==> config.mk <==
export PLATFORM = sky130hd
export DESIGN_NAME = cpu_trace_capture
export DESIGN_NICKNAME = d
export VERILOG_FILES = /design/src/rtl/cpu_trace_capture.sv
export SDC_FILE = /design/constraint.sdc
export NUM_CORES = 2
export LEC_CHECK = 0
export ABC_AREA = 1
export BUFFER_PORTS_ARGS = -buffer_cell sky130_fd_sc_hd__buf_2
export CELL_PAD_IN_SITES_DETAIL_PLACEMENT = 1
export CELL_PAD_IN_SITES_GLOBAL_PLACEMENT = 1
export CORE_ASPECT_RATIO = 1.1
export CORE_UTILIZATION = 46
export DETAILED_ROUTE_END_ITERATION = 10
export GPL_TIMING_DRIVEN = 1
export PLACE_DENSITY_LB_ADDON = 0.1
export SETUP_SLACK_MARGIN = 0.2
export SKIP_LAST_GASP = 1
export SLEW_MARGIN = 0
export SYNTH_ARGS = -nofsm -noshare
export SYNTH_HDL_FRONTEND = slang
export SYNTH_SLANG_ARGS = --single-unit
==> constraint.sdc <==
create_clock -name clk -period 20.1 [get_ports clk]
set_input_delay 4.02 -clock clk [delete_from_list [all_inputs] [get_ports clk]]
set_output_delay 4.02 -clock clk [all_outputs]
set_load 0.005 [all_outputs]
==> src/rtl/cpu_trace_capture.sv <==
// rtl/cpu_trace_capture.sv - CPU trace capture FIFO with 5-word packet streamer
// Samples the CPU probe words into a record FIFO and streams each record as a framed packet.

module cpu_trace_capture #(
    parameter int DEPTH = 16,
    parameter int AW    = 4
) (
    input  logic          clk,
    input  logic          rst,
    input  logic          en,
    input  logic [31:0]   test_inst,
    input  logic [31:0]   t_file0,
    input  logic [31:0]   t_file1,
    input  logic [31:0]   t_file2,
    output logic [31:0]   out_data,
    output logic          out_valid,
    input  logic          out_ready,
    output logic          out_last,
    output logic          overflow,
    output logic [AW:0]   count
);

    typedef struct packed {
        logic [15:0] cyc;
        logic [7:0]  drops;
        logic [31:0] inst;
        logic [31:0] f0;
        logic [31:0] f1;
        logic [31:0] f2;
    } rec_t;

    typedef enum logic [2:0] {IDLE, W0, W1, W2, W3, W4} state_t;

    localparam logic [AW:0]   PTR_ONE = (AW+1)'(1);
    localparam logic [AW-1:0] IDX_ONE = AW'(1);

    rec_t          mem [DEPTH];
    logic [AW:0]   wr_ptr;
    logic [AW:0]   rd_ptr;
    logic [15:0]   cyc;
    logic [7:0]    drops;
    state_t        state;
    state_t        state_next;

    logic          hs;
    logic          pop;
    logic          push;
    logic          full;
    logic [AW:0]   count_next;
    logic [AW-1:0] rd_next_idx;
    rec_t          in_rec;
    rec_t          cur_rec;
    rec_t          nxt_rec;
    rec_t          src_rec;
    logic [31:0]   data_next;
    logic          valid_next;
    logic          last_next;

    assign hs   = out_valid && out_ready;
    assign pop  = (state == W4) && hs;
    assign full = (wr_ptr[AW] != rd_ptr[AW]) && (wr_ptr[AW-1:0] == rd_ptr[AW-1:0]);
    // A full FIFO still takes a record when the head is leaving on the same edge.
    assign push = en && (!full || pop);

    assign in_rec      = {cyc, drops, test_inst, t_file0, t_file1, t_file2};
    assign cur_rec     = mem[rd_ptr[AW-1:0]];
    assign rd_next_idx = rd_ptr[AW-1:0] + IDX_ONE;
    // With one record left, the next head is the one being written right now.
    assign nxt_rec     = (count == PTR_ONE) ? in_rec : mem[rd_next_idx];
    assign src_rec     = pop ? nxt_rec : cur_rec;

    always_comb begin
        count_next = count;
        case ({push, pop})
            2'b10:   count_next = count + PTR_ONE;
            2'b01:   count_next = count - PTR_ONE;
            default: count_next = count;
        endcase
    end

    always_ff @(posedge clk) begin
        if (rst && push) begin
            mem[wr_ptr[AW-1:0]] <= in_rec;
        end
    end

    always_ff @(posedge clk or negedge rst) begin
        if (!rst) begin
            wr_ptr   <= '0;
            rd_ptr   <= '0;
            count    <= '0;
            cyc      <= '0;
            drops    <= '0;
            overflow <= 1'b0;
        end else begin
            cyc   <= cyc + 16'd1;
            count <= count_next;
            if (push) begin
                wr_ptr <= wr_ptr + PTR_ONE;
            end
            if (pop) begin
                rd_ptr <= rd_ptr + PTR_ONE;
            end
            if (push) begin
                drops <= '0;
            end else if (en) begin
                overflow <= 1'b1;
                if (drops != 8'hFF) begin
                    drops <= drops + 8'd1;
                end
            end
        end
    end

    always_ff @(posedge clk or negedge rst) begin
        if (!rst) begin
            state <= IDLE;
        end else begin
            state <= state_next;
        end
    end

    always_comb begin
        state_next = state;
        case (state)
            IDLE:    if (count != '0) state_next = W0;
            W0:      if (hs) state_next = W1;
            W1:      if (hs) state_next = W2;
            W2:      if (hs) state_next = W3;
            W3:      if (hs) state_next = W4;
            W4:      if (hs) state_next = (count_next != '0) ? W0 : IDLE;
            default: state_next = IDLE;
        endcase
    end

    always_comb begin
        data_next  = '0;
        valid_next = 1'b0;
        last_next  = 1'b0;
        case (state_next)
            W0: begin
                data_next  = {8'hC5, src_rec.drops, src_rec.cyc};
                valid_next = 1'b1;
            end
            W1: begin
                data_next  = src_rec.inst;
                valid_next = 1'b1;
            end
            W2: begin
                data_next  = src_rec.f0;
                valid_next = 1'b1;
            end
            W3: begin
                data_next  = src_rec.f1;
                valid_next = 1'b1;
            end
            W4: begin
                data_next  = src_rec.f2;
                valid_next = 1'b1;
                last_next  = 1'b1;
            end
            default: begin
                data_next  = '0;
                valid_next = 1'b0;
                last_next  = 1'b0;
            end
        endcase
    end

    always_ff @(posedge clk or negedge rst) begin
        if (!rst) begin
            out_data  <= '0;
            out_valid <= 1'b0;
            out_last  <= 1'b0;
        end else begin
            out_data  <= data_next;
            out_valid <= valid_next;
            out_last  <= last_next;
        end
    end

endmodule

==> flow_metrics.tcl <==
set metrics [dict create \
    status "finished with violations" \
    failed_checks "max-capacitance violations, max-slew violations" \
    area_delta_synth_final_pct 10.65 \
    worst-path-buf-inv 7 \
    postCtsSetupRepairBufs 0 \
    pwr-share-clk_pct 23.4 \
    drt-pass1-iter-count 6 \
    drt-initial-drc-count 9946 \
    cts_resized 0 \
    clk_latency_ps 880 \
    nets 11210 \
    synth_flop_cell "edfxtp_1" \
    synth_seq_area_share_pct 64.13 \
    die_h_um 530.7 \
    synth.distinct_cells 52 \
    max_stage_delay_ps 810 \
    cp_top_family "buffers and inverters" \
    cts_inserted_buffers 285 \
    min_path_type "reg2reg" \
    combPwrFrac_pct 48.6 \
    gp_congestion 0.8601 \
    yosys-top-cells-area "edfxtp_1 (62%), nand2_1 (8.0%), a21oi_1 (6.0%), o21ai_0 (5.4%), nor2_1 (2.4%)" \
    start_kind "input port" \
    synth_edf_count 2432 \
    cts-root-buf "clkbuf_16" \
    htreeDepth 5 \
    postLayoutCoreUtil_pct 51.35 \
    grt-ovfl-total 0 \
    ys_seq_elements 2509 \
    worst-r2r-cell-count 15 \
    r2r_setup_slack_ps 13770 \
    ant_nets 0 \
    p_sw_mw 10.61 \
    hold_depth 1 \
    synth_top_area_share_pct 62.48 \
    hp-start "rd_ptr[4]" \
    antenna_found_initial 52 \
    critical_path_arrival_ps 9480 \
    yosysMostFrequentCell "nand2_1" \
    timing.fmax_ghz 0.1111 \
    power_mw 22.47 \
    pwr-share-seq_pct 27.9 \
    p_int_mw 11.86 \
    peakVddDrop_v 0.0001734 \
    ys_top_cells_by_count "nand2_1 (2503), edfxtp_1 (2432), a21oi_1 (1409)" \
    finalSetupTns_ps 0 \
    cellLeakagePower_nw 45.25 \
    clock_skew_ps 39.46 \
    port_buffers 171 \
    path_max_fanout 39 \
    r2r-start "rd_ptr[0]" \
    cts_tree "done" \
    clock-sinks 2509 \
    cap_violations 1 \
    sw_frac_of_total_pct 47.22 \
    finalHoldViolCount 0 \
    setup_viol_count_final 0 \
    num_rows 193 \
    postCtsHoldBufs 0 \
    grt_usage_pct 34.23 \
    slowest_stage "buf_4" \
    period_share_pct 44.79 \
    grt_pass1_vias 96110 \
    viasPerCell 6.465 \
    cts_buffer_depth 4 \
    io_pins 172 \
    critPathRequiredTime_ps 20580 \
    hpwl_um 251900 \
    r2r-end "mem[4][18]" \
    clkTransAtPathRegs_ps 60 \
    p_per_area_mw_per_mm2 173.8 \
    crit_path_end_kind "register" \
    wl_um 447600 \
    remaining_drc_errors 0 \
    critPathKind "in2reg" \
    min_period_ps 9003 \
    grt_pass1_wl_um 644600 \
    slew_viol_final 2 \
    placed_cells 14090 \
    stdcell_count 14620 \
    tightest_slew_ps 1604 \
    fp.dieW_um 482.6 \
    synth_fp_nets 11500 \
    hold_end "rd_ptr[4]" \
    rsz0062_at_grt "no" \
    route.vias.total 94500 \
    die_area_mm2 0.2561 \
    max-slew-margin-rel_pct -8.049 \
    async_reset_ff_share_pct 3.069 \
    netlist_instances 11350 \
    avgSynthCellArea_um2 10.30 \
    syn_area_mm2 0.1169 \
    crit_chain "buf_2 -> nand2_1 -> inv_1 -> nand2_4 -> inv_6 -> nor2_1 -> nor2_1 -> nand2_1 -> inv_1 -> nand2_1 -> nor2_4 -> buf_4 -> buf_4 -> buf_4" \
    core_mm2 0.2519 \
    final_layout_size_suffix_gt1_share_pct 7.112 \
    yosys_warnings 0 \
    yosysTopAreaCell "edfxtp_1" \
    grt_max_degree 197 \
    initial_utilization_pct 46.41 \
    post_drt_wl_per_cell_um 30.62 \
]
-- per-layer routing --
metal | vias to the layer above | global-route usage [%] | share of wire, %
li1 | 40590 | - | -
met1 | 48460 | 44.78 | 40
met2 | 4303 | 54.55 | 46
met3 | 1119 | 5.930 | 8.2
met4 | 28 | 17.91 | 5.3
met5 | - | 0 | 0.037
-- how the worst max path moves through the flow --
stage | start | endpoint | slack [ps] | cells after the start
floorplan | out_ready | mem[11][0] | 3910 | 8
global route | out_ready | mem[4][13] | 10860 | 14
global placement | out_ready | mem[4][101] | 10400 | 14
finish | out_ready | mem[4][18] | 11100 | 14
detailed placement | out_ready | mem[4][9] | 10260 | 14
CTS | out_ready | mem[4][1] | 11180 | 14
-- cell families after synthesis --
kind of cell               share of synthesized area [%]
buffers and inverters                              4.660
AOI/OAI and AO/OA                                  17.43
adders and majority gates                         0.1178
DFF                                                64.13
and+or+nand+nor                                    13.44
xor gates and xnor gates                          0.2237
-- placed cells by master, fill, tap and decap left out, types with 15 or more instances in the layout --
| cell | count |
|---|---|
| nand2_1 | 2503 |
| dfrtp_1 | 74 |
| diode_2 | 25 |
| clkinv_2 | 45 |
| a22oi_1 | 112 |
| a32o_1 | 137 |
| clkbuf_16 | 292 |
| o211ai_1 | 170 |
| clkbuf_1 | 53 |
| o21ai_0 | 1264 |
| nand3_1 | 552 |
| o22ai_1 | 61 |
| buf_12 | 28 |
| a221oi_1 | 42 |
| buf_4 | 154 |
| a32oi_1 | 45 |
| o311ai_0 | 35 |
| nor2_1 | 731 |
| edfxtp_1 | 2432 |
| bufinv_16 | 31 |
| xor2_1 | 24 |
| a21oi_1 | 1409 |
| nand4_1 | 86 |
| buf_2 | 170 |
| inv_1 | 414 |
| nor2_4 | 15 |
| clkinv_1 | 55 |
| a31oi_1 | 27 |
| a211oi_1 | 25 |
| o221ai_1 | 154 |
-- per-stage QoR --
| step | instance area [um^2] | hold WS [ps] | setup slack, ps |
|---|---|---|---|
| 6_report | 129300 | 522.6 | 11100 |
| 2_1_floorplan | 116900 | 460.7 | 3911 |
| 5_1_grt | 129300 | 525.4 | 10860 |
| 4_1_cts | 129300 | 515.9 | 11180 |
| 3_3_place_gp | 120100 | 480.3 | 10400 |
| 3_5_place_dp | 120100 | 509.1 | 10260 |
-- power by group through the flow --
stage / combinational (mW) / clock, mW / sequential [mW]
2_1_floorplan: 6.48 / 0 / 6.29
3_3_place_gp: 10.4 / 0 / 6.36
3_5_place_dp: 10.6 / 0 / 6.37
4_1_cts: 10.7 / 5.32 / 6.26
5_1_grt: 11.6 / 5.49 / 6.29
6_report: 10.9 / 5.26 / 6.28
-- final cells by class --
class                      instances  area (um^2)
fill                           26890       122500
sequential                      2509        74970
multi-input combinational       7486        36740
clock buffer                     351         7589
tap                             3315         4148
timing repair buffer             352         2567
inverter                         428         1668
clock inverter                   151         1593
antenna                           25        62.56
-- state kept, by name, summed over array words and instances (netlist names) --
register,count
overflow,1
drops,8
out_data,32
mem,2432
out_last,1
count,5
rd_ptr,5
out_valid,1
wr_ptr,5
cyc,16
state,3
Power figures use the tool's default switching activity.
